**src/rtl/ddram_arbiter_if.sv**
```systemverilog
// Requester ports and DDRAM Avalon bus bundle for ddram_arbiter (slave = arbiter view).
interface ddram_arbiter_if #(parameter int unsigned AW = 25);
    logic          p0_req_i;
    logic [AW-1:0] p0_addr_i;
    logic [7:0]    p0_din_i;
    logic          p0_ack_o;
    logic          p1_req_i;
    logic          p1_we_i;
    logic [AW-1:0] p1_addr_i;
    logic [7:0]    p1_din_i;
    logic [7:0]    p1_dout_o;
    logic          p1_ack_o;
    logic          p2_req_i;
    logic [AW-1:0] p2_addr_i;
    logic [7:0]    p2_dout_o;
    logic          p2_ack_o;
    logic          busy_o;
    logic          DDRAM_BUSY;
    logic [7:0]    DDRAM_BURSTCNT;
    logic [28:0]   DDRAM_ADDR;
    logic [63:0]   DDRAM_DOUT;
    logic          DDRAM_DOUT_READY;
    logic          DDRAM_RD;
    logic [63:0]   DDRAM_DIN;
    logic [7:0]    DDRAM_BE;
    logic          DDRAM_WE;

    modport slave (
        input  p0_req_i, p0_addr_i, p0_din_i,
        input  p1_req_i, p1_we_i, p1_addr_i, p1_din_i,
        input  p2_req_i, p2_addr_i,
        input  DDRAM_BUSY, DDRAM_DOUT, DDRAM_DOUT_READY,
        output p0_ack_o, p1_dout_o, p1_ack_o, p2_dout_o, p2_ack_o, busy_o,
        output DDRAM_BURSTCNT, DDRAM_ADDR, DDRAM_RD, DDRAM_DIN, DDRAM_BE, DDRAM_WE
    );

    modport master (
        output p0_req_i, p0_addr_i, p0_din_i,
        output p1_req_i, p1_we_i, p1_addr_i, p1_din_i,
        output p2_req_i, p2_addr_i,
        output DDRAM_BUSY, DDRAM_DOUT, DDRAM_DOUT_READY,
        input  p0_ack_o, p1_dout_o, p1_ack_o, p2_dout_o, p2_ack_o, busy_o,
        input  DDRAM_BURSTCNT, DDRAM_ADDR, DDRAM_RD, DDRAM_DIN, DDRAM_BE, DDRAM_WE
    );
endinterface

```
**src/rtl/ddram_arbiter.sv**
```systemverilog
// Round-robin arbiter sharing one 64-bit DDRAM port among loader, CPU and tape,
// with byte-lane packing and a one-line read cache for the tape port.
module ddram_arbiter #(
    parameter int unsigned AW        = 25,
    parameter logic [28:0] BASE_ADDR = 29'h06000000
) (
    input  logic           clk_i,
    input  logic           reset_i,
    output logic           DDRAM_CLK,
    ddram_arbiter_if.slave bus
);
    localparam int unsigned TW = AW - 3;

    typedef enum logic [1:0] {IDLE, ISSUE, WAIT_RD, DONE} state_t;

    state_t        state_q, state_d;
    logic [1:0]    last_q, last_d;
    logic [1:0]    gnt_q, gnt_d;
    logic [AW-1:0] addr_q, addr_d;
    logic          is_wr_q, is_wr_d;
    logic          valid_q, valid_d;
    logic [TW-1:0] tag_q, tag_d;
    logic [63:0]   line_q, line_d;
    logic [2:0]    ack_q, ack_d;
    logic [7:0]    p1_dout_q, p1_dout_d;
    logic [7:0]    p2_dout_q, p2_dout_d;
    logic          busy_q, busy_d;
    logic          rd_q, rd_d;
    logic          we_q, we_d;
    logic [28:0]   ddr_addr_q, ddr_addr_d;
    logic [63:0]   din_q, din_d;
    logic [7:0]    be_q, be_d;

    logic [2:0]    pend;
    logic [1:0]    pick;
    logic [AW-1:0] sel_addr;
    logic [7:0]    sel_din;
    logic          sel_wr;
    logic [7:0]    rd_byte;

    // First pending port after 'last' in the rotation 0->1->2->0
    function automatic logic [1:0] rr_pick(input logic [1:0] last, input logic [2:0] req);
        logic [1:0] p;
        rr_pick = last;
        for (int i = 3; i >= 1; i--) begin
            p = 2'((int'(last) + i) % 3);
            if (req[p]) rr_pick = p;
        end
    endfunction

    always_comb begin
        state_d    = state_q;
        last_d     = last_q;
        gnt_d      = gnt_q;
        addr_d     = addr_q;
        is_wr_d    = is_wr_q;
        valid_d    = valid_q;
        tag_d      = tag_q;
        line_d     = line_q;
        ack_d      = 3'b000;
        p1_dout_d  = p1_dout_q;
        p2_dout_d  = p2_dout_q;
        rd_d       = rd_q;
        we_d       = we_q;
        ddr_addr_d = ddr_addr_q;
        din_d      = din_q;
        be_d       = be_q;
        pend       = {bus.p2_req_i, bus.p1_req_i, bus.p0_req_i};
        pick       = rr_pick(last_q, pend);
        rd_byte    = bus.DDRAM_DOUT[{addr_q[2:0], 3'b000} +: 8];
        case (pick)
            2'd0:    begin sel_addr = bus.p0_addr_i; sel_din = bus.p0_din_i; sel_wr = 1'b1;          end
            2'd1:    begin sel_addr = bus.p1_addr_i; sel_din = bus.p1_din_i; sel_wr = bus.p1_we_i;   end
            default: begin sel_addr = bus.p2_addr_i; sel_din = 8'h00;        sel_wr = 1'b0;          end
        endcase

        case (state_q)
            IDLE: begin
                if (pend != 3'b000) begin
                    last_d  = pick;
                    gnt_d   = pick;
                    addr_d  = sel_addr;
                    is_wr_d = sel_wr;
                    if (pick == 2'd2 && valid_q && tag_q == bus.p2_addr_i[AW-1:3]) begin
                        p2_dout_d = line_q[{bus.p2_addr_i[2:0], 3'b000} +: 8];
                        ack_d[2]  = 1'b1;
                        state_d   = DONE;
                    end else begin
                        ddr_addr_d = BASE_ADDR + 29'(sel_addr[AW-1:3]);
                        if (sel_wr) begin
                            we_d  = 1'b1;
                            din_d = {8{sel_din}};
                            be_d  = 8'(1) << sel_addr[2:0];
                        end else begin
                            rd_d = 1'b1;
                            be_d = 8'hFF;
                        end
                        state_d = ISSUE;
                    end
                end
            end
            ISSUE: begin
                if (!bus.DDRAM_BUSY) begin
                    rd_d = 1'b0;
                    we_d = 1'b0;
                    if (is_wr_q) begin
                        // Keep the tape line coherent with loader/CPU writes
                        if (valid_q && tag_q == addr_q[AW-1:3]) valid_d = 1'b0;
                        ack_d[gnt_q] = 1'b1;
                        state_d      = DONE;
                    end else begin
                        state_d = WAIT_RD;
                    end
                end
            end
            WAIT_RD: begin
                if (bus.DDRAM_DOUT_READY) begin
                    if (gnt_q == 2'd2) begin
                        p2_dout_d = rd_byte;
                        line_d    = bus.DDRAM_DOUT;
                        tag_d     = addr_q[AW-1:3];
                        valid_d   = 1'b1;
                    end else begin
                        p1_dout_d = rd_byte;
                    end
                    ack_d[gnt_q] = 1'b1;
                    state_d      = DONE;
                end
            end
            default: state_d = IDLE;
        endcase
        busy_d = (state_d != IDLE);
    end

    always_ff @(posedge clk_i) begin
        if (reset_i) begin
            state_q    <= IDLE;
            last_q     <= 2'd2;
            gnt_q      <= 2'd0;
            addr_q     <= '0;
            is_wr_q    <= 1'b0;
            valid_q    <= 1'b0;
            tag_q      <= '0;
            line_q     <= '0;
            ack_q      <= 3'b000;
            p1_dout_q  <= 8'h00;
            p2_dout_q  <= 8'h00;
            busy_q     <= 1'b0;
            rd_q       <= 1'b0;
            we_q       <= 1'b0;
            ddr_addr_q <= '0;
            din_q      <= '0;
            be_q       <= 8'h00;
        end else begin
            state_q    <= state_d;
            last_q     <= last_d;
            gnt_q      <= gnt_d;
            addr_q     <= addr_d;
            is_wr_q    <= is_wr_d;
            valid_q    <= valid_d;
            tag_q      <= tag_d;
            line_q     <= line_d;
            ack_q      <= ack_d;
            p1_dout_q  <= p1_dout_d;
            p2_dout_q  <= p2_dout_d;
            busy_q     <= busy_d;
            rd_q       <= rd_d;
            we_q       <= we_d;
            ddr_addr_q <= ddr_addr_d;
            din_q      <= din_d;
            be_q       <= be_d;
        end
    end

    assign DDRAM_CLK          = clk_i;
    assign bus.DDRAM_BURSTCNT = 8'd1;
    assign bus.DDRAM_ADDR     = ddr_addr_q;
    assign bus.DDRAM_RD       = rd_q;
    assign bus.DDRAM_WE       = we_q;
    assign bus.DDRAM_DIN      = din_q;
    assign bus.DDRAM_BE       = be_q;
    assign bus.p0_ack_o       = ack_q[0];
    assign bus.p1_ack_o       = ack_q[1];
    assign bus.p2_ack_o       = ack_q[2];
    assign bus.p1_dout_o      = p1_dout_q;
    assign bus.p2_dout_o      = p2_dout_q;
    assign bus.busy_o         = busy_q;
endmodule

```
**src/flat_wrapper.sv**
```systemverilog
// flat-port wrapper written by rule: the top's interface ports become plain ports
module ddram_arbiter_flat 
#(
    parameter int unsigned AW        = 25,
    parameter logic [28:0] BASE_ADDR = 29'h06000000
)
  (clk_i, reset_i, DDRAM_CLK, bus_p0_req_i, bus_p0_addr_i, bus_p0_din_i, bus_p1_req_i, bus_p1_we_i, bus_p1_addr_i, bus_p1_din_i, bus_p2_req_i, bus_p2_addr_i, bus_DDRAM_BUSY, bus_DDRAM_DOUT, bus_DDRAM_DOUT_READY, bus_p0_ack_o, bus_p1_dout_o, bus_p1_ack_o, bus_p2_dout_o, bus_p2_ack_o, bus_busy_o, bus_DDRAM_BURSTCNT, bus_DDRAM_ADDR, bus_DDRAM_RD, bus_DDRAM_DIN, bus_DDRAM_BE, bus_DDRAM_WE);
  ddram_arbiter_if #(.AW(AW)) bus_i ();
  input  logic clk_i;
  input  logic reset_i;
  output logic DDRAM_CLK;
  input wire logic [$bits(bus_i.p0_req_i)-1:0] bus_p0_req_i;
  input wire logic [$bits(bus_i.p0_addr_i)-1:0] bus_p0_addr_i;
  input wire logic [$bits(bus_i.p0_din_i)-1:0] bus_p0_din_i;
  input wire logic [$bits(bus_i.p1_req_i)-1:0] bus_p1_req_i;
  input wire logic [$bits(bus_i.p1_we_i)-1:0] bus_p1_we_i;
  input wire logic [$bits(bus_i.p1_addr_i)-1:0] bus_p1_addr_i;
  input wire logic [$bits(bus_i.p1_din_i)-1:0] bus_p1_din_i;
  input wire logic [$bits(bus_i.p2_req_i)-1:0] bus_p2_req_i;
  input wire logic [$bits(bus_i.p2_addr_i)-1:0] bus_p2_addr_i;
  input wire logic [$bits(bus_i.DDRAM_BUSY)-1:0] bus_DDRAM_BUSY;
  input wire logic [$bits(bus_i.DDRAM_DOUT)-1:0] bus_DDRAM_DOUT;
  input wire logic [$bits(bus_i.DDRAM_DOUT_READY)-1:0] bus_DDRAM_DOUT_READY;
  output wire logic [$bits(bus_i.p0_ack_o)-1:0] bus_p0_ack_o;
  output wire logic [$bits(bus_i.p1_dout_o)-1:0] bus_p1_dout_o;
  output wire logic [$bits(bus_i.p1_ack_o)-1:0] bus_p1_ack_o;
  output wire logic [$bits(bus_i.p2_dout_o)-1:0] bus_p2_dout_o;
  output wire logic [$bits(bus_i.p2_ack_o)-1:0] bus_p2_ack_o;
  output wire logic [$bits(bus_i.busy_o)-1:0] bus_busy_o;
  output wire logic [$bits(bus_i.DDRAM_BURSTCNT)-1:0] bus_DDRAM_BURSTCNT;
  output wire logic [$bits(bus_i.DDRAM_ADDR)-1:0] bus_DDRAM_ADDR;
  output wire logic [$bits(bus_i.DDRAM_RD)-1:0] bus_DDRAM_RD;
  output wire logic [$bits(bus_i.DDRAM_DIN)-1:0] bus_DDRAM_DIN;
  output wire logic [$bits(bus_i.DDRAM_BE)-1:0] bus_DDRAM_BE;
  output wire logic [$bits(bus_i.DDRAM_WE)-1:0] bus_DDRAM_WE;
  assign bus_i.p0_req_i = bus_p0_req_i;
  assign bus_i.p0_addr_i = bus_p0_addr_i;
  assign bus_i.p0_din_i = bus_p0_din_i;
  assign bus_i.p1_req_i = bus_p1_req_i;
  assign bus_i.p1_we_i = bus_p1_we_i;
  assign bus_i.p1_addr_i = bus_p1_addr_i;
  assign bus_i.p1_din_i = bus_p1_din_i;
  assign bus_i.p2_req_i = bus_p2_req_i;
  assign bus_i.p2_addr_i = bus_p2_addr_i;
  assign bus_i.DDRAM_BUSY = bus_DDRAM_BUSY;
  assign bus_i.DDRAM_DOUT = bus_DDRAM_DOUT;
  assign bus_i.DDRAM_DOUT_READY = bus_DDRAM_DOUT_READY;
  assign bus_p0_ack_o = bus_i.p0_ack_o;
  assign bus_p1_dout_o = bus_i.p1_dout_o;
  assign bus_p1_ack_o = bus_i.p1_ack_o;
  assign bus_p2_dout_o = bus_i.p2_dout_o;
  assign bus_p2_ack_o = bus_i.p2_ack_o;
  assign bus_busy_o = bus_i.busy_o;
  assign bus_DDRAM_BURSTCNT = bus_i.DDRAM_BURSTCNT;
  assign bus_DDRAM_ADDR = bus_i.DDRAM_ADDR;
  assign bus_DDRAM_RD = bus_i.DDRAM_RD;
  assign bus_DDRAM_DIN = bus_i.DDRAM_DIN;
  assign bus_DDRAM_BE = bus_i.DDRAM_BE;
  assign bus_DDRAM_WE = bus_i.DDRAM_WE;
  ddram_arbiter #(.AW(AW), .BASE_ADDR(BASE_ADDR)) u_core (.clk_i(clk_i), .reset_i(reset_i), .DDRAM_CLK(DDRAM_CLK), .bus(bus_i));
endmodule
```
**config.mk**
```make
export PLATFORM = sky130hd
export DESIGN_NAME = ddram_arbiter_flat
export DESIGN_NICKNAME = d
export VERILOG_FILES = /design/src/rtl/ddram_arbiter_if.sv /design/src/rtl/ddram_arbiter.sv /design/src/flat_wrapper.sv
export SDC_FILE = /design/constraint.sdc
export NUM_CORES = 1
export LEC_CHECK = 0
export ABC_AREA = 1
export BUFFER_PORTS_ARGS = -buffer_cell sky130_fd_sc_hd__buf_4
export CAP_MARGIN = 0
export CORE_UTILIZATION = 45
export CTS_BUF_LIST = sky130_fd_sc_hd__clkbuf_4 sky130_fd_sc_hd__clkbuf_8
export DETAILED_ROUTE_END_ITERATION = 16
export GPL_TIMING_DRIVEN = 0
export PLACE_DENSITY = 0.75
export SLEW_MARGIN = 20
export SYNTH_ARGS = -nofsm -noshare
export SYNTH_HDL_FRONTEND = slang
export SYNTH_SLANG_ARGS = --single-unit
```
**constraint.sdc**
```tcl
create_clock -name clk_i -period 4.8 [get_ports clk_i]
set_input_delay 0.72 -clock clk_i [delete_from_list [all_inputs] [get_ports clk_i]]
set_output_delay 0.72 -clock clk_i [all_outputs]
set_load 0.05 [all_outputs]
```
Yosys cells after proc, flatten, opt, wreduce, memory -nomap -nowiden. Index checks and enable logic that the tools add are counted.

Register bits after elaboration: 242. Output and inout bits: 132. Word-level logic and storage cells: 119.

Add/subtract/negate cells: 4. Divide/modulo/power cells: 3. Magnitude comparators: 5. Equality and inequality tests: 17. Shift-type cells: 3. Multiplexer cells: 48. Bitwise gates (word level): 2. Reduce and logical (&&, ||, !) cells: 20.

Operators with widths (number): 64-bit by 7-bit variable part select with 8-bit output (2); 32-bit by 3-bit modulo with 32-bit output, second input constant (3); 25-bit one-hot mux with 2 select lines (1); 22-bit equality test (2); 8-bit 2-to-1 mux (5); 8-bit one-hot mux with 2 select lines (2); 27-bit by 22-bit adder with 28-bit output, first input constant (1); 1-bit 2-to-1 mux (19); 5-bit AND reduction (3); 2-bit 2-to-1 mux (7); 2-bit by 3-bit < comparator with 1-bit output, second input constant (4); 2-bit by 1-bit != test with 1-bit output, second input constant (6); 3-bit 2-to-1 mux (3); 3-bit AND reduction (3); 2-bit != test, second input constant (4); 1-bit one-hot mux with 2 select lines (4); 2-bit nonzero test (4); 1-bit by 3-bit left shift with 8-bit output, first input constant (1); 2-bit by 2-bit adder with 3-bit output, second input constant (2); 1-bit binary-select mux with 2-bit select (3); 2-bit equality test, second input constant (3); 2-bit one-hot mux with 3 select lines (1); 6-bit AND reduction (1); 2-bit by 1-bit equality test with 1-bit output, second input constant (2); other kinds (11) (16).

Depth between registers and ports, before layout. Gate-level depths: netlist (run 1).

Depth in word-level cells: 14. Mapped depth: 18.

==> run_summary.xml, run 1 <==
<?xml version="1.0" encoding="UTF-8"?>
<metrics>
  <group name="synth">
    <metric name="netlist_top_cells_area" unit="">sky130_fd_sc_hd__dfxtp_1 37%, sky130_fd_sc_hd__nor2_1 12%, sky130_fd_sc_hd__o21ai_0 11%</metric>
    <metric name="synthDominantCellAreaShare" unit="%">36.8</metric>
    <metric name="synth_edf_count" unit="">0</metric>
    <metric name="ys_seq_area_share" unit="%">36.8</metric>
    <metric name="syn_area_per_cell" unit="um2">6.76</metric>
    <metric name="yosys.cell_count.top_type" unit="">sky130_fd_sc_hd__nor2_1</metric>
    <metric name="number_of_different_library_cells_in_the_post_synthesis_netlist" unit="">45</metric>
    <metric name="synth_top_flop_cell" unit="">sky130_fd_sc_hd__dfxtp_1</metric>
    <metric name="synth.top_cells.by_count" unit="">309 x sky130_fd_sc_hd__nor2_1, 217 x sky130_fd_sc_hd__o21ai_0, 191 x sky130_fd_sc_hd__nand2_1</metric>
    <metric name="ys_seq_elements" unit="">179</metric>
    <metric name="yosys_warnings" unit="">0</metric>
    <metric name="postSynthCellCount" unit="">1441</metric>
    <metric name="syn-cell-area" unit="um2">9740</metric>
    <metric name="postSynth.asyncResetShare" unit="%">0</metric>
    <metric name="synthDominantAreaCellType" unit="">sky130_fd_sc_hd__dfxtp_1</metric>
  </group>
  <group name="power">
    <metric name="total_leakage_power" unit="uW">0.00617</metric>
    <metric name="vdd_drop_max" unit="V">0.000295</metric>
    <metric name="p_int" unit="uW">4010</metric>
    <metric name="net-switching-power" unit="uW">4620</metric>
    <metric name="fraction_of_power_spent_switching_nets" unit="%">53.5</metric>
    <metric name="power_density" unit="nW/um2">682</metric>
    <metric name="clock_power_share" unit="%">13.8</metric>
    <metric name="pwr-share-seq" unit="%">24.1</metric>
    <metric name="p_comb_share" unit="%">62.1</metric>
  </group>
  <group name="layout">
    <metric name="num_antenna_cells" unit="">0</metric>
    <metric name="fillerInstances" unit="">2102</metric>
    <metric name="drive_gt1_share" unit="%">24.2</metric>
    <metric name="finish.net_count" unit="">1924</metric>
    <metric name="areaGrowthSynthToFinish" unit="%">30.0</metric>
    <metric name="post-route-util" unit="%">60.0</metric>
  </group>
  <group name="critical_path">
    <metric name="crit_buf_inv" unit="">4</metric>
    <metric name="setup.reg_to_reg.worst_slack" unit="ns">2.03</metric>
    <metric name="crit_type" unit="">clock port to primary output</metric>
    <metric name="startpoint_type" unit="">clock port</metric>
    <metric name="setup.worst_path.end_class" unit="">primary output</metric>
    <metric name="worst-path-stages" unit="">4</metric>
    <metric name="crit_chain" unit="">clkbuf_8 -&gt; clkbuf_8 -&gt; buf_4 -&gt; buf_4</metric>
    <metric name="cpMaxStageDelayCell" unit="">sky130_fd_sc_hd__buf_4</metric>
    <metric name="largest_fanout_on_the_critical_path" unit="">2</metric>
    <metric name="critical_path.reg2reg.endpoint" unit="">u_core.addr_q[17]</metric>
    <metric name="crit_path_max_incr_delay" unit="ns">0.18</metric>
    <metric name="r2r-start" unit="">u_core.gnt_q[0]</metric>
    <metric name="critical_path_required" unit="ns">4.08</metric>
    <metric name="setup_crit_start" unit="">clk_i</metric>
    <metric name="path_delay_family" unit="">buffers and inverters</metric>
    <metric name="critical_path_arrival" unit="ns">2.91</metric>
    <metric name="timing.reg2reg.worst_path_depth" unit="">12</metric>
    <metric name="timing.critical_path.to" unit="">DDRAM_CLK</metric>
  </group>
  <group name="routing">
    <metric name="drt_pre_antenna_iters" unit="">6</metric>
    <metric name="detail_route.wirelength" unit="mm">35.7</metric>
    <metric name="wl_per_cell" unit="um">17.5</metric>
    <metric name="first_iter_violations" unit="">1020</metric>
    <metric name="dr_vias" unit="">11000</metric>
    <metric name="route.antenna.remaining_nets" unit="">0</metric>
    <metric name="drc_errors" unit="">0</metric>
    <metric name="via_per_inst" unit="">5.37</metric>
  </group>
  <group name="clock_network">
    <metric name="postCtsSetupBuffers" unit="">0</metric>
    <metric name="cts_tree" unit="">done</metric>
    <metric name="ctsResizeCount" unit="">0</metric>
    <metric name="clk_latency" unit="ns">0.60</metric>
    <metric name="path_clk_slew" unit="ns">0.11</metric>
    <metric name="cts_hold_buf" unit="">0</metric>
  </group>
  <group name="sta">
    <metric name="slew_violations" unit="">0</metric>
    <metric name="report.final.setup_viol" unit="">0</metric>
    <metric name="timing.max_slew.rel_slack" unit="%">53.8</metric>
    <metric name="grt_setup_unrepaired" unit="">no</metric>
    <metric name="fin_skew" unit="ns">0.0155</metric>
    <metric name="timing.hold.ws" unit="ns">0.344</metric>
    <metric name="max_slew.worst_pin.slew" unit="ns">0.687</metric>
    <metric name="fin_tns_setup" unit="ns">0</metric>
    <metric name="timing_hold_violations_final" unit="">0</metric>
    <metric name="layout_setup_ws" unit="ns">1.17</metric>
  </group>
  <group name="grt">
    <metric name="groute.usage.overall" unit="%">31.6</metric>
    <metric name="grt_pass1_vias" unit="">9871</metric>
    <metric name="grt_max_degree" unit="">19</metric>
    <metric name="grt_first_pass_wirelength" unit="mm">53.5</metric>
    <metric name="globalRoute.totalOverflow" unit="">0</metric>
    <metric name="grt_antenna_before_repair" unit="">0</metric>
  </group>
  <group name="floorplan">
    <metric name="std_cell_rows" unit="">53</metric>
    <metric name="design.die.area" unit="um2">22200</metric>
    <metric name="floorplan.initialDensity" unit="%">46.2</metric>
    <metric name="io-pin-count" unit="">295</metric>
    <metric name="fp.dieH" unit="um">149</metric>
    <metric name="core" unit="um2">21100</metric>
    <metric name="die_width" unit="um">149</metric>
  </group>
  <group name="run_status">
    <metric name="outcome" unit="">finished, final reports clean</metric>
  </group>
  <group name="hold_path">
    <metric name="worst_hold_startpoint" unit="">bus_DDRAM_DOUT[20]</metric>
    <metric name="min_path_type" unit="">input pin to register</metric>
  </group>
  <group name="placement">
    <metric name="pre_cts_slack" unit="ns">1.40</metric>
    <metric name="gp_congestion" unit="">1.05</metric>
    <metric name="port-buffer-count" unit="">279</metric>
    <metric name="post-dp-hpwl" unit="mm">27.4</metric>
  </group>
  <group name="flow_run">
    <metric name="maxCapViolCount" unit="">0</metric>
  </group>
</metrics>
[logic make-up (layout without fill, tap and decap cells)]
family	after synthesis	after routing	synth area share (%)
other	2	13	0.0771
flip-flops	179	179	36.8
AO/OA/AOI/OAI	366	366	21.2
XOR/XNOR	17	17	1.53
buffers and inverters	271	585	13.9
adder cells (fa/ha/maj)	8	8	1.03
AND/OR/NAND/NOR	591	591	24.8
multiplexers	7	7	0.720
[power groups by stage]
stage / sequential, uW / combinational (uW) / clock (uW)
finish: 2080 / 5360 / 1190
global route: 2120 / 5700 / 1260
CTS: 2080 / 5320 / 1190
detailed placement: 2110 / 5300 / 56.6
global placement: 2100 / 5250 / 56.6
floorplan: 2680 / 3070 / 44.9
[metrics by stage]
| stage | cell area, um2 | power, uW | cells |
|---|---|---|---|
| 2_1_floorplan | 9780 | 5790 | 1452 |
| 3_3_place_gp | 12200 | 7400 | 2006 |
| 3_5_place_dp | 12200 | 7470 | 2006 |
| 4_1_cts | 12700 | 8590 | 2041 |
| 5_1_grt | 12700 | 9080 | 2041 |
| 6_report | 12700 | 8630 | 2041 |
[how the worst min path moves through the flow]
| stage | to | slack (ns) | cells past startpoint |
|---|---|---|---|
| after floorplan | u_core.line_q[23] | 0.43 | 2 |
| after global placement | u_core.line_q[23] | 0.44 | 2 |
| after detailed placement | u_core.line_q[23] | 0.45 | 2 |
| after CTS | u_core.line_q[20] | 0.35 | 3 |
| after global routing | u_core.line_q[46] | 0.34 | 3 |
| final | u_core.line_q[20] | 0.34 | 3 |
[worst register-to-register path: cells and delay by family, from the launching register on]
| family | cells | cell delay, ns |
|---|---|---|
| buffers and inverters | 3 | 0.54 |
| AOI/OAI and AO/OA | 4 | 1.01 |
| adders and majority gates | 1 | 0.36 |
| and+or+nand+nor | 4 | 0.35 |
| DFF | 1 | 0.42 |
[state kept, by name (all words and copies together) (netlist names), 3 cells and up]
name                   flops
u_core.bus.p2_dout_o       8
u_core.bus.p1_dout_o       8
u_core.bus.DDRAM_DIN       8
u_core.addr_q             25
u_core.bus.DDRAM_ADDR     23
u_core.line_q             64
u_core.tag_q              22
u_core.ack_q               3
u_core.bus.DDRAM_BE        8
[metal layers]
metal	share of wire, %	vias to the layer above	routed length [um]	track usage, %
met2	47	633	16800	53.4
met4	3.1	0	1120	13.0
met3	10	87	3660	6.57
li1	-	5263	-	-
met5	0	-	0	0
met1	40	4968	14100	39.1
[placed cells by master, fill, tap and decap left out, types with 8 or more instances in the layout]
cell	synthesis	final
sky130_fd_sc_hd__nor2_1	309	309
sky130_fd_sc_hd__nor3_1	10	10
sky130_fd_sc_hd__ha_1	8	8
sky130_fd_sc_hd__inv_1	111	111
sky130_fd_sc_hd__nand2_1	191	191
sky130_fd_sc_hd__conb_1	2	13
sky130_fd_sc_hd__a21oi_1	77	77
sky130_fd_sc_hd__dfxtp_1	179	179
sky130_fd_sc_hd__o32ai_1	21	21
sky130_fd_sc_hd__a22o_1	8	8
sky130_fd_sc_hd__o21ai_0	217	217
sky130_fd_sc_hd__clkbuf_8	0	20
sky130_fd_sc_hd__o211ai_1	19	19
sky130_fd_sc_hd__buf_4	77	356
sky130_fd_sc_hd__nand3_1	47	47
sky130_fd_sc_hd__xnor2_1	10	10
sky130_fd_sc_hd__nand4_1	12	12
sky130_fd_sc_hd__clkbuf_1	62	62
[area by class of cell]
cell class	count	area [um2]	share of cell area (%)
timing repair buffer	278	2090	16.5
clock buffer	21	283	2.23
tap	275	344	2.72
sequential	179	3580	28.3
clock inverter	15	169	1.33
multi-input combinational	1002	4840	38.3
inverter	120	452	3.57
buffer	151	901	7.11
Power figures use the tool's default switching activity.
==> run 2: changes to the inputs <==
--- a/config.mk
+++ b/config.mk
@@ -12,7 +12,7 @@
 export CTS_BUF_LIST = sky130_fd_sc_hd__clkbuf_4 sky130_fd_sc_hd__clkbuf_8
 export DETAILED_ROUTE_END_ITERATION = 16
 export GPL_TIMING_DRIVEN = 0
-export PLACE_DENSITY = 0.75
+export PLACE_DENSITY = 0.78
 export SLEW_MARGIN = 20
 export SYNTH_ARGS = -nofsm -noshare
 export SYNTH_HDL_FRONTEND = slang
==> constraint.sdc (replaced) <==
create_clock -name clk_i -period 3.3 [get_ports clk_i]
set_input_delay 0.495 -clock clk_i [delete_from_list [all_inputs] [get_ports clk_i]]
set_output_delay 0.495 -clock clk_i [all_outputs]
set_load 0.05 [all_outputs]
==> run 2 against run 1 <==
  * Hold slack got worse by 0.22 ns
  * Via count rose by 1.8%
  * Clock power is 80% higher
  * Cell area rose by 0.92%
  * Register-to-register slack worse by 1.6 ns
  * Critical path depth is 8 higher
  * Setup slack worse by 0.71 ns
  * Sequential share of layout area is 0.26 points lower
  * Core utilization up 0.55 points
  * Non-clock buffer count stayed put
  * Final cell count is the same
  * Clock skew increased by 0.0012 ns
  * Critical endpoint is now u_core.addr_q[23]
  * Largest cell class unchanged
==> run_summary.xml, run 2 (same netlist as run 1, synthesis figures left out) <==
<?xml version="1.0" encoding="UTF-8"?>
<metrics>
  <group name="run_status">
    <metric name="outcome" unit="">finished, final reports clean</metric>
  </group>
  <group name="grt">
    <metric name="groute.usage.overall" unit="%">32.1</metric>
    <metric name="grt_antenna_before_repair" unit="">0</metric>
    <metric name="global_routing_usage_on_met3" unit="%">6.51</metric>
    <metric name="grt_pass1_vias" unit="">10300</metric>
    <metric name="grtUsageMet1" unit="%">39.6</metric>
    <metric name="grt_first_pass_wirelength" unit="mm">54.5</metric>
    <metric name="globalRoute.totalOverflow" unit="">0</metric>
    <metric name="groute.layer.met2.usage" unit="%">53.5</metric>
    <metric name="grt_max_degree" unit="">17</metric>
    <metric name="top_usage_layer" unit="">met2</metric>
  </group>
  <group name="sta">
    <metric name="fin_tns_setup" unit="ns">0</metric>
    <metric name="grt_setup_unrepaired" unit="">no</metric>
    <metric name="report.final.setup_viol" unit="">0</metric>
    <metric name="fmaxAchievable" unit="GHz">0.352</metric>
    <metric name="timing.max_slew.rel_slack" unit="%">53.7</metric>
    <metric name="fin_skew" unit="ns">0.0167</metric>
    <metric name="slew_violations" unit="">0</metric>
    <metric name="layout_setup_ws" unit="ns">0.461</metric>
    <metric name="timing_hold_violations_final" unit="">0</metric>
    <metric name="period_share" unit="%">86.0</metric>
    <metric name="final.min_clock_period" unit="ns">2.84</metric>
    <metric name="max_slew.worst_pin.slew" unit="ns">0.694</metric>
  </group>
  <group name="critical_path">
    <metric name="critical_path_arrival" unit="ns">3.33</metric>
    <metric name="crit_chain" unit="">inv_1 -&gt; ha_1 -&gt; nand2_1 -&gt; nor2_1 -&gt; a21oi_2 -&gt; nand2_1 -&gt; nand2_2 -&gt; a21oi_1 -&gt; buf_2 -&gt; o211ai_1 -&gt; o21ai_0 -&gt; inv_1</metric>
    <metric name="critical_path.reg2reg.endpoint" unit="">u_core.addr_q[23]</metric>
    <metric name="critical_path_required" unit="ns">3.79</metric>
    <metric name="startpoint_type" unit="">register</metric>
    <metric name="setup.worst_path.end_class" unit="">register</metric>
    <metric name="timing.reg2reg.worst_path_depth" unit="">12</metric>
    <metric name="setup.reg_to_reg.worst_slack" unit="ns">0.46</metric>
    <metric name="crit_type" unit="">register to register</metric>
    <metric name="cpMaxStageDelayCell" unit="">sky130_fd_sc_hd__a21oi_1</metric>
    <metric name="largest_fanout_on_the_critical_path" unit="">10</metric>
    <metric name="r2r-start" unit="">u_core.gnt_q[0]</metric>
    <metric name="crit_path_max_incr_delay" unit="ns">0.52</metric>
  </group>
  <group name="clock_network">
    <metric name="ctsResizeCount" unit="">0</metric>
    <metric name="path_clk_slew" unit="ns">0.10</metric>
    <metric name="clk_latency" unit="ns">0.60</metric>
    <metric name="postCtsSetupBuffers" unit="">0</metric>
    <metric name="cts_tree" unit="">done</metric>
    <metric name="cts_hold_buf" unit="">0</metric>
  </group>
  <group name="layout">
    <metric name="drive_gt1_share" unit="%">24.2</metric>
    <metric name="post-route-util" unit="%">60.6</metric>
    <metric name="max_flop_register" unit="">u_core.line_q</metric>
    <metric name="layout_common_cells" unit="">356 x sky130_fd_sc_hd__buf_4, 309 x sky130_fd_sc_hd__nor2_1, 217 x sky130_fd_sc_hd__o21ai_0</metric>
    <metric name="areaGrowthSynthToFinish" unit="%">31.2</metric>
    <metric name="layout.cells.non_filler" unit="">2041</metric>
    <metric name="number_of_flip_flops_under_the_largest_register_name" unit="">64</metric>
    <metric name="fillerInstances" unit="">1972</metric>
    <metric name="num_antenna_cells" unit="">0</metric>
    <metric name="commonest_non_fill_non_tap_cell_in_the_layout" unit="">sky130_fd_sc_hd__buf_4</metric>
    <metric name="finish.net_count" unit="">1924</metric>
  </group>
  <group name="routing">
    <metric name="wl_per_cell" unit="um">17.6</metric>
    <metric name="detail_route.wirelength" unit="mm">35.9</metric>
    <metric name="route.antenna.remaining_nets" unit="">0</metric>
    <metric name="first_iter_violations" unit="">1119</metric>
    <metric name="drt_pre_antenna_iters" unit="">8</metric>
    <metric name="drc_errors" unit="">0</metric>
    <metric name="dr_vias" unit="">11200</metric>
    <metric name="via_per_inst" unit="">5.46</metric>
  </group>
  <group name="floorplan">
    <metric name="die_width" unit="um">149</metric>
    <metric name="floorplan.initialDensity" unit="%">46.2</metric>
    <metric name="design.die.area" unit="um2">22200</metric>
    <metric name="core" unit="um2">21100</metric>
    <metric name="fp.dieH" unit="um">149</metric>
    <metric name="io-pin-count" unit="">295</metric>
    <metric name="std_cell_rows" unit="">53</metric>
  </group>
  <group name="placement">
    <metric name="gp_congestion" unit="">1.03</metric>
    <metric name="pre_cts_slack" unit="ns">0.523</metric>
    <metric name="port-buffer-count" unit="">279</metric>
    <metric name="post-place-cells" unit="">2006</metric>
    <metric name="post-dp-hpwl" unit="mm">27.5</metric>
  </group>
  <group name="power">
    <metric name="power_density" unit="nW/um2">1020</metric>
    <metric name="total_leakage_power" unit="uW">0.00623</metric>
    <metric name="vdd_drop_max" unit="V">0.000396</metric>
  </group>
  <group name="hold_path">
    <metric name="min_path_type" unit="">input pin to register</metric>
    <metric name="worst_hold_startpoint" unit="">bus_DDRAM_DOUT[21]</metric>
    <metric name="min_delay_path_depth" unit="">3</metric>
    <metric name="worst_hold_endpoint" unit="">u_core.line_q[21]</metric>
  </group>
  <group name="flow_run">
    <metric name="maxCapViolCount" unit="">0</metric>
  </group>
</metrics>
-- run 2: changes by cell type in the layout (fill, tap and decap cells not counted), sizes merged --
cell and delta:
clkinv -4, clkbuf +1, bufinv +6, inv -3
-- run 2: worst max path at each step --
stage	slack, ns	to	cells past startpoint	start
6_report	0.46	u_core.addr_q[23]	12	u_core.gnt_q[0]
2_1_floorplan	0.99	DDRAM_CLK	1	clk_i
4_1_cts	0.49	u_core.addr_q[23]	12	u_core.gnt_q[0]
5_1_grt	0.24	u_core.addr_q[20]	12	u_core.gnt_q[0]
3_5_place_dp	0.52	u_core.addr_q[23]	12	u_core.gnt_q[0]
3_3_place_gp	0.61	u_core.addr_q[23]	12	u_core.gnt_q[0]
-- run 2: cell type report --
cell class	count	area, um2	area share, %
plain buffers	151	901	7.05
clock buffers	22	297	2.32
clock inverters	14	272	2.12
inverters	120	452	3.53
multi-input cells	1002	4840	37.9
flip-flops and latches	179	3580	28.0
well taps	275	344	2.69
repair buffers	278	2090	16.3
-- run 2: report_power, final --
group	internal (uW)	switching (uW)	total (uW)	leakage (uW)
Combinational	2450	5370	7820	0.00448
Sequential	2650	364	3020	0.00146
Clock	1190	941	2140	0.000284
Total	6290	6680	13000	0.00623
-- run 2: stage by stage --
stage	instance area, um2	hold WS [ns]	total power (uW)
2_1_floorplan	9780	0.429	8420
3_3_place_gp	12200	0.441	10700
3_5_place_dp	12200	0.450	10900
4_1_cts	12800	0.122	12900
5_1_grt	12800	0.109	13700
6_report	12800	0.124	13000
-- run 2: worst max-delay path: cells and delay by family, from the launching register on --
| kind | cells | cell delay (ns) |
|---|---|---|
| adder cells (fa/ha/maj) | 1 | 0.37 |
| AO/OA/AOI/OAI | 4 | 1.01 |
| AND/OR/NAND/NOR | 4 | 0.38 |
| buffers and inverters | 3 | 0.54 |
| flip-flops | 1 | 0.42 |
-- run 2: metal layers --
layer	share of wire, %	routed length [um]	up-vias
li1	-	-	5283
met1	39	14000	5117
met2	47	16800	657
met3	10	3670	94
met4	3.8	1370	0
met5	0	0	-
==> run 3: changes to the inputs <==
--- a/config.mk
+++ b/config.mk
@@ -6,7 +6,7 @@
 export NUM_CORES = 1
 export LEC_CHECK = 0
 export ABC_AREA = 1
-export BUFFER_PORTS_ARGS = -buffer_cell sky130_fd_sc_hd__buf_4
+export BUFFER_PORTS_ARGS = -buffer_cell sky130_fd_sc_hd__buf_2
 export CAP_MARGIN = 0
 export CORE_UTILIZATION = 45
 export CTS_BUF_LIST = sky130_fd_sc_hd__clkbuf_4 sky130_fd_sc_hd__clkbuf_8
==> run 3 against run 2 <==
  * Hold slack better by 0.016 ns
  * Sequential power hardly changed
  * Total power is 4.3% lower
  * First-iteration DRC count is 12% lower
  * Via count is 1.6% lower
  * Global-route usage is 0.77 points lower
  * Die area stayed put
  * Count of clock-buffer cells in the layout is 1 lower
  * Wire length is 1.9% lower
  * Core utilization is 3.6 points lower
  * Register-to-register slack hardly changed
  * Clock skew is 0.0012 ns lower
  * Critical path type unchanged
  * Largest cell class unchanged
==> run_summary.xml, run 3 (same netlist as run 1, synthesis figures left out) <==
<?xml version="1.0" encoding="UTF-8"?>
<metrics>
  <group name="clock_network">
    <metric name="postCtsSetupBuffers" unit="">0</metric>
    <metric name="cts_tree" unit="">done</metric>
    <metric name="ctsResizeCount" unit="">0</metric>
    <metric name="cts_hold_buf" unit="">0</metric>
    <metric name="path_clk_slew" unit="ns">0.10</metric>
    <metric name="clk_latency" unit="ns">0.59</metric>
  </group>
  <group name="floorplan">
    <metric name="die_width" unit="um">149</metric>
    <metric name="fp.dieH" unit="um">149</metric>
    <metric name="core" unit="um2">21100</metric>
    <metric name="floorplan.initialDensity" unit="%">46.2</metric>
    <metric name="design.die.area" unit="um2">22200</metric>
    <metric name="std_cell_rows" unit="">53</metric>
    <metric name="io-pin-count" unit="">295</metric>
  </group>
  <group name="routing">
    <metric name="route.antenna.remaining_nets" unit="">0</metric>
    <metric name="detail_route.wirelength" unit="mm">35.2</metric>
    <metric name="via_per_inst" unit="">5.37</metric>
    <metric name="drt_pre_antenna_iters" unit="">7</metric>
    <metric name="wl_per_cell" unit="um">17.2</metric>
    <metric name="first_iter_violations" unit="">986</metric>
    <metric name="drc_errors" unit="">0</metric>
    <metric name="dr_vias" unit="">11000</metric>
  </group>
  <group name="layout">
    <metric name="fillerInstances" unit="">2066</metric>
    <metric name="finish.net_count" unit="">1924</metric>
    <metric name="areaGrowthSynthToFinish" unit="%">23.4</metric>
    <metric name="commonest_non_fill_non_tap_cell_in_the_layout" unit="">sky130_fd_sc_hd__nor2_1</metric>
    <metric name="post-route-util" unit="%">57.0</metric>
    <metric name="layout_common_cells" unit="">309 x sky130_fd_sc_hd__nor2_1, 285 x sky130_fd_sc_hd__buf_2, 217 x sky130_fd_sc_hd__o21ai_0</metric>
    <metric name="num_antenna_cells" unit="">0</metric>
    <metric name="max_flop_register" unit="">u_core.line_q</metric>
    <metric name="number_of_flip_flops_under_the_largest_register_name" unit="">64</metric>
    <metric name="drive_gt1_share" unit="%">24.2</metric>
    <metric name="layout.cells.non_filler" unit="">2041</metric>
  </group>
  <group name="run_status">
    <metric name="outcome" unit="">finished, final reports clean</metric>
  </group>
  <group name="hold_path">
    <metric name="worst_hold_startpoint" unit="">bus_DDRAM_DOUT[28]</metric>
    <metric name="min_path_type" unit="">input pin to register</metric>
  </group>
  <group name="sta">
    <metric name="final.min_clock_period" unit="ns">2.82</metric>
    <metric name="fin_skew" unit="ns">0.0156</metric>
    <metric name="fin_tns_setup" unit="ns">0</metric>
    <metric name="layout_setup_ws" unit="ns">0.475</metric>
    <metric name="grt_setup_unrepaired" unit="">no</metric>
    <metric name="slew_violations" unit="">0</metric>
    <metric name="timing.max_slew.rel_slack" unit="%">53.8</metric>
    <metric name="fmaxAchievable" unit="GHz">0.354</metric>
    <metric name="timing_hold_violations_final" unit="">0</metric>
    <metric name="report.final.setup_viol" unit="">0</metric>
    <metric name="period_share" unit="%">85.6</metric>
    <metric name="max_slew.worst_pin.slew" unit="ns">0.693</metric>
  </group>
  <group name="power">
    <metric name="total_power" unit="uW">12400</metric>
    <metric name="total_leakage_power" unit="uW">0.00603</metric>
    <metric name="power_density" unit="nW/um2">1030</metric>
    <metric name="vdd_drop_max" unit="V">0.000491</metric>
  </group>
  <group name="critical_path">
    <metric name="crit_chain" unit="">inv_1 -&gt; ha_1 -&gt; nand2_1 -&gt; nor2_1 -&gt; a21oi_2 -&gt; nand2_1 -&gt; nand2_2 -&gt; a21oi_1 -&gt; buf_2 -&gt; o211ai_1 -&gt; o21ai_0 -&gt; inv_1</metric>
    <metric name="r2r-start" unit="">u_core.gnt_q[0]</metric>
    <metric name="setup_crit_start" unit="">u_core.gnt_q[0]</metric>
    <metric name="crit_path_max_incr_delay" unit="ns">0.54</metric>
    <metric name="cpMaxStageDelayCell" unit="">sky130_fd_sc_hd__a21oi_1</metric>
    <metric name="critical_path_arrival" unit="ns">3.31</metric>
    <metric name="critical_path_required" unit="ns">3.79</metric>
    <metric name="largest_fanout_on_the_critical_path" unit="">10</metric>
    <metric name="setup.worst_path.end_class" unit="">register</metric>
    <metric name="startpoint_type" unit="">register</metric>
    <metric name="crit_type" unit="">register to register</metric>
  </group>
  <group name="grt">
    <metric name="grt_max_degree" unit="">18</metric>
    <metric name="grt_antenna_before_repair" unit="">0</metric>
    <metric name="groute.usage.overall" unit="%">31.3</metric>
    <metric name="globalRoute.totalOverflow" unit="">0</metric>
    <metric name="grt_first_pass_wirelength" unit="mm">52.8</metric>
    <metric name="grt_pass1_vias" unit="">9700</metric>
  </group>
  <group name="placement">
    <metric name="post-place-cells" unit="">2006</metric>
    <metric name="port-buffer-count" unit="">279</metric>
    <metric name="pre_cts_slack" unit="ns">0.520</metric>
    <metric name="gp_congestion" unit="">0.967</metric>
    <metric name="post-dp-hpwl" unit="mm">27.1</metric>
  </group>
  <group name="flow_run">
    <metric name="maxCapViolCount" unit="">0</metric>
  </group>
</metrics>
run 3: changes by cell type in the layout (fill, tap and decap cells not counted):
cell | before | now
sky130_fd_sc_hd__buf_2 | 6 | 285
sky130_fd_sc_hd__buf_4 | 356 | 77
sky130_fd_sc_hd__bufinv_16 | 7 | 4
sky130_fd_sc_hd__clkbuf_8 | 21 | 20
sky130_fd_sc_hd__clkinv_2 | 1 | 2
sky130_fd_sc_hd__clkinv_4 | 1 | 2
sky130_fd_sc_hd__inv_8 | 1 | 3
run 3: where the power goes:
| group | total, uW | internal (uW) | switching, uW |
|---|---|---|---|
| logic | 7500 | 2120 | 5380 |
| registers | 3000 | 2650 | 353 |
| clock network | 1900 | 947 | 958 |
run 3: layout make-up:
cell class / count / area, um2 / share of cell area, %
Inverter: 120 / 452 / 3.76
Sequential cell: 179 / 3580 / 29.8
Buffer: 151 / 901 / 7.50
Clock buffer: 21 / 280 / 2.33
Multi-Input combinational cell: 1002 / 4840 / 40.3
Timing Repair Buffer: 278 / 1390 / 11.6
Tap cell: 275 / 344 / 2.86
Clock inverter: 15 / 218 / 1.81
run 3: layer usage:
layer  vias to the layer above  track usage (%)  part of all wire (%)
met5                         -                0                     0
met4                         0             14.1                   3.5
met3                        83             4.74                   9.5
met2                       646             52.6                    47
met1                      4965             39.6                    40
li1                       5276                -                     -
run 3: path summary, 6_finish.rpt:
check	endpoint	slack (ns)	cells after the start
worst min-delay path	u_core.line_q[28]	0.14	3
worst min register to register	u_core.line_q[23]	0.48	2
worst max-delay path	u_core.addr_q[17]	0.48	12
worst max register to register	u_core.addr_q[17]	0.48	12
run 3: stage by stage:
stage	hold slack, ns	cell area [um2]
global route	0.131	12000
finish	0.140	12000
floorplan	0.429	9780
detailed placement	0.453	11500
global placement	0.441	11500
CTS	0.121	12000
run 3: critical path, delay by kind of cell, from the launching register on:
| family | cells | cell delay (ns) |
|---|---|---|
| buffers and inverters | 3 | 0.54 |
| AO/OA/AOI/OAI | 4 | 1.05 |
| AND/OR/NAND/NOR | 4 | 0.36 |
| adder cells (fa/ha/maj) | 1 | 0.38 |
| flip-flops | 1 | 0.40 |
